$ cat config.mk
export PLATFORM = sky130hd
export DESIGN_NAME = r_arbiter
export DESIGN_NICKNAME = d
export VERILOG_FILES = /design/src/rtl/r_arbiter.sv
export SDC_FILE = /design/constraint.sdc
export NUM_CORES = 1
export LEC_CHECK = 0
export BUFFER_PORTS_ARGS = -buffer_cell sky130_fd_sc_hd__buf_4
export CORE_MARGIN = 5
export CORE_UTILIZATION = 30
export CTS_CLUSTER_DIAMETER = 100
export DETAILED_ROUTE_END_ITERATION = 10
export PLACE_DENSITY = 0.69
export SYNTH_ARGS = -nofsm -noshare
export SYNTH_HDL_FRONTEND = slang
export SYNTH_SLANG_ARGS = --single-unit
$ cat constraint.sdc
create_clock -name clk -period 2.01 [get_ports clk]
set_input_delay 0.1005 -clock clk [delete_from_list [all_inputs] [get_ports clk]]
set_output_delay 0.1005 -clock clk [all_outputs]
set_load 0.01 [all_outputs]
$ cat src/rtl/r_arbiter.sv
// Round-robin arbiter that merges several AXI R-channel FIFOs onto one master R port.
// A granted FIFO owns the channel for a whole burst; the output beat sits in a register slice.
module r_arbiter #(
    parameter int ID_WIDTH   = 4,
    parameter int DATA_WIDTH = 32,
    parameter int NUM_SLAVE  = 3
) (
    input  logic                            clk,
    input  logic                            nrst,
    input  logic [NUM_SLAVE-1:0]            s_empty,
    input  logic [NUM_SLAVE*ID_WIDTH-1:0]   s_RID,
    input  logic [NUM_SLAVE*DATA_WIDTH-1:0] s_RDATA,
    input  logic [NUM_SLAVE*2-1:0]          s_RRESP,
    input  logic [NUM_SLAVE-1:0]            s_RLAST,
    output logic [NUM_SLAVE-1:0]            s_pop,
    output logic [ID_WIDTH-1:0]             RID,
    output logic [DATA_WIDTH-1:0]           RDATA,
    output logic [1:0]                      RRESP,
    output logic                            RLAST,
    output logic                            RVALID,
    input  logic                            RREADY,
    output logic [$clog2(NUM_SLAVE)-1:0]    grant,
    output logic                            busy
);

    localparam int GW = $clog2(NUM_SLAVE);

    typedef enum logic {ST_IDLE, ST_BURST} state_t;

    state_t                r_state;
    state_t                w_state_nxt;
    logic [GW-1:0]         r_grant;
    logic [GW-1:0]         r_rr_ptr;
    logic [GW-1:0]         w_pick;
    logic                  w_found;
    logic                  w_any_req;
    logic                  w_pop;
    logic                  r_busy;
    logic                  r_rvalid;
    logic [ID_WIDTH-1:0]   r_rid;
    logic [DATA_WIDTH-1:0] r_rdata;
    logic [1:0]            r_rresp;
    logic                  r_rlast;
    logic                  w_sel_empty;
    logic [ID_WIDTH-1:0]   w_sel_id;
    logic [DATA_WIDTH-1:0] w_sel_data;
    logic [1:0]            w_sel_resp;
    logic                  w_sel_last;

    // Front of the currently granted FIFO.
    always_comb begin
        w_sel_empty = 1'b1;
        w_sel_id    = '0;
        w_sel_data  = '0;
        w_sel_resp  = '0;
        w_sel_last  = 1'b0;
        for (int i = 0; i < NUM_SLAVE; i++) begin
            if (r_grant == GW'(i)) begin
                w_sel_empty = s_empty[i];
                w_sel_id    = s_RID[i*ID_WIDTH +: ID_WIDTH];
                w_sel_data  = s_RDATA[i*DATA_WIDTH +: DATA_WIDTH];
                w_sel_resp  = s_RRESP[i*2 +: 2];
                w_sel_last  = s_RLAST[i];
            end
        end
    end

    // First non-empty FIFO at distance 1..NUM_SLAVE after the last winner.
    always_comb begin
        w_pick    = '0;
        w_found   = 1'b0;
        w_any_req = |(~s_empty);
        for (int k = 1; k <= NUM_SLAVE; k++) begin
            for (int j = 0; j < NUM_SLAVE; j++) begin
                if (!w_found && !s_empty[j] && ((int'(r_rr_ptr) + k) % NUM_SLAVE == j)) begin
                    w_pick  = GW'(j);
                    w_found = 1'b1;
                end
            end
        end
    end

    // Master side: a beat transfers on RVALID && RREADY; the slice accepts a new
    // beat whenever it is empty or being drained in the same cycle.
    assign w_pop = (r_state == ST_BURST) && !w_sel_empty && (!r_rvalid || RREADY);

    always_comb begin
        s_pop = '0;
        for (int i = 0; i < NUM_SLAVE; i++) begin
            if (w_pop && (r_grant == GW'(i))) begin
                s_pop[i] = 1'b1;
            end
        end
    end

    always_comb begin
        w_state_nxt = r_state;
        case (r_state)
            ST_IDLE:  if (w_any_req)            w_state_nxt = ST_BURST;
            ST_BURST: if (w_pop && w_sel_last)  w_state_nxt = ST_IDLE;
            default:                            w_state_nxt = ST_IDLE;
        endcase
    end

    always_ff @(posedge clk or negedge nrst) begin
        if (!nrst) begin
            r_state  <= ST_IDLE;
            r_busy   <= 1'b0;
            r_grant  <= '0;
            r_rr_ptr <= GW'(NUM_SLAVE - 1);
        end else begin
            r_state <= w_state_nxt;
            r_busy  <= (w_state_nxt == ST_BURST);
            if ((r_state == ST_IDLE) && w_any_req) begin
                r_grant  <= w_pick;
                r_rr_ptr <= w_pick;
            end
        end
    end

    // Output slice; the last beat drains here while the FSM already re-arbitrates.
    always_ff @(posedge clk or negedge nrst) begin
        if (!nrst) begin
            r_rvalid <= 1'b0;
            r_rid    <= '0;
            r_rdata  <= '0;
            r_rresp  <= '0;
            r_rlast  <= 1'b0;
        end else if (w_pop) begin
            r_rvalid <= 1'b1;
            r_rid    <= w_sel_id;
            r_rdata  <= w_sel_data;
            r_rresp  <= w_sel_resp;
            r_rlast  <= w_sel_last;
        end else if (RREADY) begin
            r_rvalid <= 1'b0;
        end
    end

    assign RVALID = r_rvalid;
    assign RID    = r_rid;
    assign RDATA  = r_rdata;
    assign RRESP  = r_rresp;
    assign RLAST  = r_rlast;
    assign grant  = r_grant;
    assign busy   = r_busy;

endmodule

[Word-level counts from Yosys, hierarchy flattened]
Index checks and enable logic that the tools add are counted.
Cells by class
  bitwise gates (word level): 2
  add/sub/neg operators: 3
  div/mod/pow operators: 3
  muxes and demuxes: 39
  eq/ne operators: 8
  reductions and logical operators: 44
Operators by type and width (number)
  equality test 32 x 2 -> 1 bit (second input constant): 3
  equality test 32 x 3 -> 1 bit (second input constant): 3
  logical NOT 32 bit: 3
  modulo 32 x 3 -> 32 bit (second input constant): 3
  two-way mux 32 bit: 3
  logical AND 1 bit: 24
  two-way mux 1 bit: 22
  two-way mux 2 bit: 10
  logical NOT 1 bit: 13
  two-way mux 4 bit: 3
  adder 2 x 2 -> 3 bit (second input constant): 2
  adder 2 x 1 -> 3 bit (second input constant): 1
  NOT 3 bit: 1
  OR reduction 3 bit: 1
  equality test 2 x 1 -> 1 bit (second input constant): 1
  equality test 2 bit (second input constant): 1
  logical NOT 2 bit: 1
  case mux 1 bit (2 select lines): 1
  nonzero test 2 bit: 1
  logical OR 1 bit: 1
  NOT 1 bit: 1
Storage, ports and cells
  register bits: 45
  input port bits: 123
  output and inout port bits: 46
  logic and storage cells: 107

[Longest topological paths before layout]
Gate-level depths: netlist of run 1.
  depth after elaboration: 37
  mapped depth: 7
  mapped depth without buffers: 6

[Worst setup path before layout of run 1]
No wires, ideal clock.
  path kind: flip-flop to flip-flop
  start point: register, netlist name grant[0]
  end point: register r_grant[1] (netlist: grant[1])
  setup slack: 188 ps
  data required time: 1945 ps
  arrival time: 1757 ps
  library setup time: 65 ps
  cell stages (with the launch flop): 8
  buffers on the path: 1
  period minus slack after synthesis: 1822 ps
  path through: dfrtp_1 -> buf_4 -> inv_1 -> ha_1 -> nor4bb_1 -> a31oi_1 -> a2111oi_2 -> a21o_1
RTL lines
  to (signal assigned): RTL line 115  | r_grant <= w_pick;
  to (decl): RTL line 32  | logic [GW-1:0] r_grant;

[Final worst setup path of run 1]
  start point: register r_grant[1] (netlist: grant[1])
  end point: output port s_pop[1]
Between the ends
  cells in the longest elaborated chain, start to end: 9
  elaborated cells on any way between the ends: 11
  classes of those cells: eq/ne (2); mux (4); reduce/logical (5)
Ends and longest elaborated chain
  logical NOT 2 bit: RTL line 58  | if (r_grant == GW'(i)) begin
  two-way mux 1 bit (3 in series): RTL line 58
  logical NOT 1 bit: RTL line 85  | assign w_pop = (r_state == ST_BURST) && !w_sel_empty && (!r_rvalid || RREADY);
  logical AND 1 bit (2 in series): RTL line 85
  logical AND 1 bit *: RTL line 90  | if (w_pop && (r_grant == GW'(i))) begin
  two-way mux 1 bit *: RTL line 90
  to (decl): RTL line 15  | output logic [NUM_SLAVE-1:0] s_pop,
Mark *: on every way between the ends. The rest lies on a longest branch, timed or not.

==> results of run 1 <==
==> what timing repair did <==
item / CTS / global route
endpoints found under the setup margin: 0 / 1
endpoints found under the hold margin: 43 / 0
hold buffers: 1 / 0
gates resized for setup: 0 / 1
==> flip-flops by register name, summed over array words and instances (netlist names) <==
register	count
RRESP	2
busy	1
RLAST	1
RDATA	32
grant	2
RVALID	1
r_rr_ptr	1
RID	4
==> worst max-delay path, delay by kind of cell (launching register included) <==
kind	cells	cell delay, ps
buf+inv	4	790
flops	1	450
simple gates	1	240
==> cells in the final DEF (no fill, tap or decap), drive strengths merged, types with 7 or more instances in the layout <==
cell type	n
buf	177
dfrtp	43
nand2	40
mux2i	26
nor2	20
a221o	20
o21ai	19
o22a	15
a31oi	14
nor3b	13
nor3	7
clkbuf	7
==> area by class of cell <==
cell class	instances	area [um2]	share of cell area, %
clock inverter	1	30.0	0.725
multi-input combinational	201	1390	33.6
tap	108	135	3.26
inverter	4	15.0	0.363
timing repair buffer	178	1370	33.0
sequential	44	1100	26.7
clock buffer	7	96.3	2.33
==> synth_stat cells (2+ instances only) <==
cell type	count	area (um2)
inv_1	4	15.0
nor3_1	7	35.0
nand2_1	40	150
buf_4	6	45.0
a221o_1	20	200
mux2i_1	25	250
nor3b_1	13	97.6
clkbuf_1	6	22.5
buf_2	10	50.1
buf_1	3	11.3
o21ai_0	18	90.1
nand2b_1	3	18.8
nor2_1	20	75.1
buf_6	2	22.5
dfrtp_1	43	1080
ha_1	2	25.0
a21o_1	2	15.0
a31oi_1	14	87.6
nor2b_1	3	18.8
a21oi_1	4	20.0
o22a_1	15	131
==> where the power goes <==
part	leakage, nW	internal [W]	switching (W)
sequential	0.541	0.00133	0.000289
clock	0.0645	0.000439	0.000305
combinational	1.34	0.00164	0.00163
total	1.95	0.00340	0.00222
==> path summary, 6_finish.rpt <==
check                             from         to  slack (ps)
min reg2reg                   RDATA[8]   RDATA[8]         490
min in group asynchronous         nrst   RDATA[6]         340
min                        s_RDATA[88]  RDATA[24]          40
max in group asynchronous         nrst   grant[1]        1230
max reg2reg                   grant[0]   grant[1]         210
max                           grant[1]   s_pop[1]         130
==> stage by stage <==
| step | cells | worst slack (ps) | util, % |
|---|---|---|---|
| 2_1_floorplan | 276 | 188 | - |
| 3_3_place_gp | 534 | 274 | 46.1 |
| 3_5_place_dp | 534 | 227 | 46.1 |
| 4_1_cts | 543 | 82.3 | 47.7 |
| 5_1_grt | 543 | 14.0 | 47.7 |
| 6_report | 543 | 129 | 47.7 |
==> per-layer routing <==
metal | wire, um | vias to the layer above
li1 | - | 1337
met1 | 3500 | 1251
met2 | 4130 | 127
met3 | 765 | 13
met4 | 122 | 0
met5 | 0 | -
==> cell families (layout without fill, tap and decap cells) <==
logic type / Yosys count / count (layout)
fa+ha+maj: 2 / 2
simple gates: 90 / 90
buf+inv: 31 / 190
flops: 44 / 44
compound gates: 82 / 82
mux: 27 / 27
==> metrics, run 1 <==
initial core utilization 30.7%; drt wl/cell 15.7 um; Max Clk Rate 532 MHz; Post-Syn Instances 276; CTS Buf Count 5; vias in the first global route 2928; antenna violations before repair 0; Adder-Cell Fraction of Synth Area 0.941%; DRT iter0 DRCs 64; worst hold slack 35.3 ps; Sink Count 44; CP max stage delay 450 ps; Syn Area/Cell 9.64 um2; multiplexer area fraction after synthesis 10.3%; Mapped Area 0.00266 mm2; clk slew on worst S/H paths 90 ps; CTS tree yes; # setup viols final 0; First-pass DRT Iterations 4; crit start category flop; largest net degree at the start of global routing 48; final net count 559; TNS Setup 0 ps; fill count 849; r2r worst-path depth 6; Layout area overhead 55.6%; met1 GRT Util 20.0%; CTS H-tree lvls 2; Clock Skew 7.10 ps; CP required 1910 ps; first-pass GRT wire length 14.5 mm; combinational family with the most area after synthesis compound AO/OA/AOI/OAI gates; Leak 1.95 nW; crit-path cells buf_4, buf_4, nor4_4, buf_6, buf_4; Die ar. 0.0109 mm2; CTS max path bufs 2; routing usage on met2 26.1%; detailed-route via count 2728; most used routing layer met2; Worst-Skew Late Latency 290 ps; Routed Antenna Nets 0; vias per inst 5.02; Post-Synth XOR/XNOR Area 0%; Die X 104 um; top_reg_cell synth dfrtp_1; Top-Level Pins 169; compound-cell area share of the yosys netlist 24.4%; post-synth cell types 37; gr usage total 15.9%; Clk Tree Root Cell clkbuf_8; # rows 34; HP Class in2reg; run status completed; normalized max-slew margin 61.3%; final period utilization 93.6%; GRT Residual Overflow 0; share of synthesized flip-flops with an asynchronous set or reset 100%; Final Max Slew Viols 0; Hold Path Depth 2; Core ar. 0.00868 mm2; Residual DRC 0; Post-Synth Simple-Gate Area 16.6%; count of input and output buffers 168; RSZ-0062 raised after global routing false; synthesized net count 401; Period minus WS final 1880 ps; endpoint class of the critical path primary output; EDFF count, synth 0; crit path max-delay cell type dfrtp_2; final instance area 0.00414 mm2; pwr/cell area 1360 mW/mm2; diode count 0; placed inst area 0.00400 mm2; data arrival at the endpoint of the critical path 1780 ps; Yosys reg bits 44; GP Congestion 0.808; critical path class reg2out; Most common cell on crit path buf_4; Worst Path Max Fanout 21; part of the Yosys area used for sequential elements 41.4%; Overall Power 0.00563 W; Post-CTS Setup Bufs 0; Least-Margin Pin Slew 581 ps; Routed WL 8.52 mm; maxcap violations 0; layout cell share with drive strength beyond 1 44.8%; Die Y 104 um; Hold Vio Cnt, Final 0; Post-DP HPWL 6.70 mm; met3 track demand over resource 5.34%; Synth warnings 0; VDD IR-drop max 0.583 mV
No activity file was read; power rests on OpenSTA's default activity.
==> run 2: changes to the inputs <==
--- a/config.mk
+++ b/config.mk
@@ -10,7 +10,7 @@
 export CORE_UTILIZATION = 30
 export CTS_CLUSTER_DIAMETER = 100
 export DETAILED_ROUTE_END_ITERATION = 10
-export PLACE_DENSITY = 0.69
+export PLACE_DENSITY_LB_ADDON = 0.1
 export SYNTH_ARGS = -nofsm -noshare
 export SYNTH_HDL_FRONTEND = slang
 export SYNTH_SLANG_ARGS = --single-unit
==> run 2 against run 1 <==
  * Combinational power barely moved
  * Cell area fell by 0.60%
  * Sequential power barely moved
  * First-iteration DRC count fell by 16%
  * Global-route usage fell by 0.53 points
  * Fmax rose by 2.4%
  * Sequential share of layout area rose by 0.16 points
  * Clock skew fell by 3.7 ps
  * Die area did not move
  * Critical path depth rose by 1
  * Largest power group unchanged
==> metrics, run 2 (same netlist as run 1, synthesis figures left out) <==
R2R Path End grant[1]; # setup viols final 0; maxcap violations 0; Hold Startpoint s_RID[7]; FF-to-FF setup slack 170 ps; most common cell after layout, fill and taps aside buf_4; Die Y 104 um; Leak 1.93 nW; placed inst area 0.00401 mm2; GP Congestion 0.747; Core ar. 0.00868 mm2; critical register-to-register path startpoint grant[0]; r2r worst-path depth 6; Sink Count 44; Finished Layout Cells 542; first-pass GRT wire length 13.8 mm; final instance area 0.00412 mm2; # rows 34; Routed WL 8.44 mm; Clk Tree Root Cell clkbuf_8; count of input and output buffers 168; hold endpoint RID[3]; TNS Setup 0 ps; normalized max-slew margin 61.3%; dpl cells 533; Final Max Slew Viols 0; antenna violations before repair 0; commonest non-fill, non-tap cells in the layout buf_4, dfrtp_1, nand2_1; final period utilization 91.4%; combined area of the multi-input logic cells 0.00140 mm2; Routed Antenna Nets 0; Worst Path Max Fanout 4; crit start category flop; FF/Latch Area 0.00110 mm2; Max Clk Rate 544 MHz; final core occ 47.4%; Layout area overhead 54.7%; met1 GRT Util 19.3%; final net count 558; diode count 0; Hold Path Depth 2; drt wl/cell 15.6 um; fill count 846; Post-DP HPWL 6.33 mm; clk slew on worst S/H paths 80 ps; CTS Buf Count 5; endpoint class of the critical path flop; vias per inst 4.92; most used routing layer met2; First-pass DRT Iterations 4; met3 track demand over resource 5.65%; initial core utilization 30.7%; Worst-Skew Late Latency 290 ps; largest net degree at the start of global routing 53; run status completed; max FFs per register 32; GRT Residual Overflow 0; detailed-route via count 2664; critical path class reg2reg; Period minus WS final 1840 ps; Residual DRC 0; Die X 104 um; VDD IR-drop max 0.496 mV; RSZ-0062 raised after global routing false; HP Class in2reg; worst hold slack 36.0 ps; gr usage total 15.3%; pwr/cell area 1330 mW/mm2; Least-Margin Pin Slew 581 ps; Clock Skew 3.35 ps; routing usage on met2 24.7%; CTS H-tree lvls 2; Hold Vio Cnt, Final 0; layout cell share with drive strength beyond 1 44.7%; Die ar. 0.0109 mm2; Top-Level Pins 169; data arrival at the endpoint of the critical path 2070 ps; CP required 2240 ps; CTS max path bufs 2; DRT iter0 DRCs 54; vias in the first global route 2749; Post-CTS Setup Bufs 0; CTS tree yes
[run 2: changes by cell type in the layout (fill, tap and decap cells not counted)]
cell        change
clkbuf_8        -1
clkinvlp_4      +1
clkbuf_1        +1
buf_6           -1
bufinv_16       -1
nor4bb_1        -1
buf_4           -1
buf_12          +1
nor4bb_2        +1
[run 2: worst max path at each step]
stage                  start  slack [ps]       end  cells past startpoint
CTS                 grant[0]         140  grant[1]                      6
floorplan           grant[0]         190  grant[1]                      7
global route        grant[1]          40  s_pop[2]                      5
finish              grant[0]         170  grant[1]                      6
detailed placement  grant[0]         160  grant[1]                      6
global placement    grant[0]         270  grant[1]                      6
[run 2: timing repair]
action,CTS,global route
hold endpoints to repair,43,0
hold buffers,1,0
gates resized for setup,0,1
endpoints found under the setup margin,0,1
[run 2: critical path: stages (launching register included)]
cell and delay (ps):
dfrtp_2 430, inv_1 140, ha_1 300, nor4bb_2 320, a31oi_1 100, a2111oi_2 360
a21o_1 120
[run 2: layout make-up]
class	instances	share of cell area, %
Multi-Input combinational cell	201	34.0
Timing Repair Buffer	177	33.3
Sequential cell	44	26.8
Tap cell	108	3.28
Clock buffer	7	2.10
Inverter	4	0.365
Clock inverter	1	0.182
[run 2: where the power goes]
group / total (W) / leakage, nW / switching (W) / internal, W
registers: 0.00162 / 0.541 / 0.000294 / 0.00133
clock network: 0.000578 / 0.0445 / 0.000298 / 0.000280
logic: 0.00328 / 1.34 / 0.00163 / 0.00165
[run 2: per-stage QoR]
step,total power [W],setup slack [ps]
2_1_floorplan,0.00366,188
3_3_place_gp,0.00493,269
3_5_place_dp,0.00498,158
4_1_cts,0.00559,136
5_1_grt,0.00597,42.1
6_report,0.00548,172
[run 2: routing by layer]
layer  vias to the layer above  share of wire (%)
li1                       1328                  -
met1                      1205                 43
met2                       125                 46
met3                         6                9.1
met4                         0                1.2
met5                         -                  0
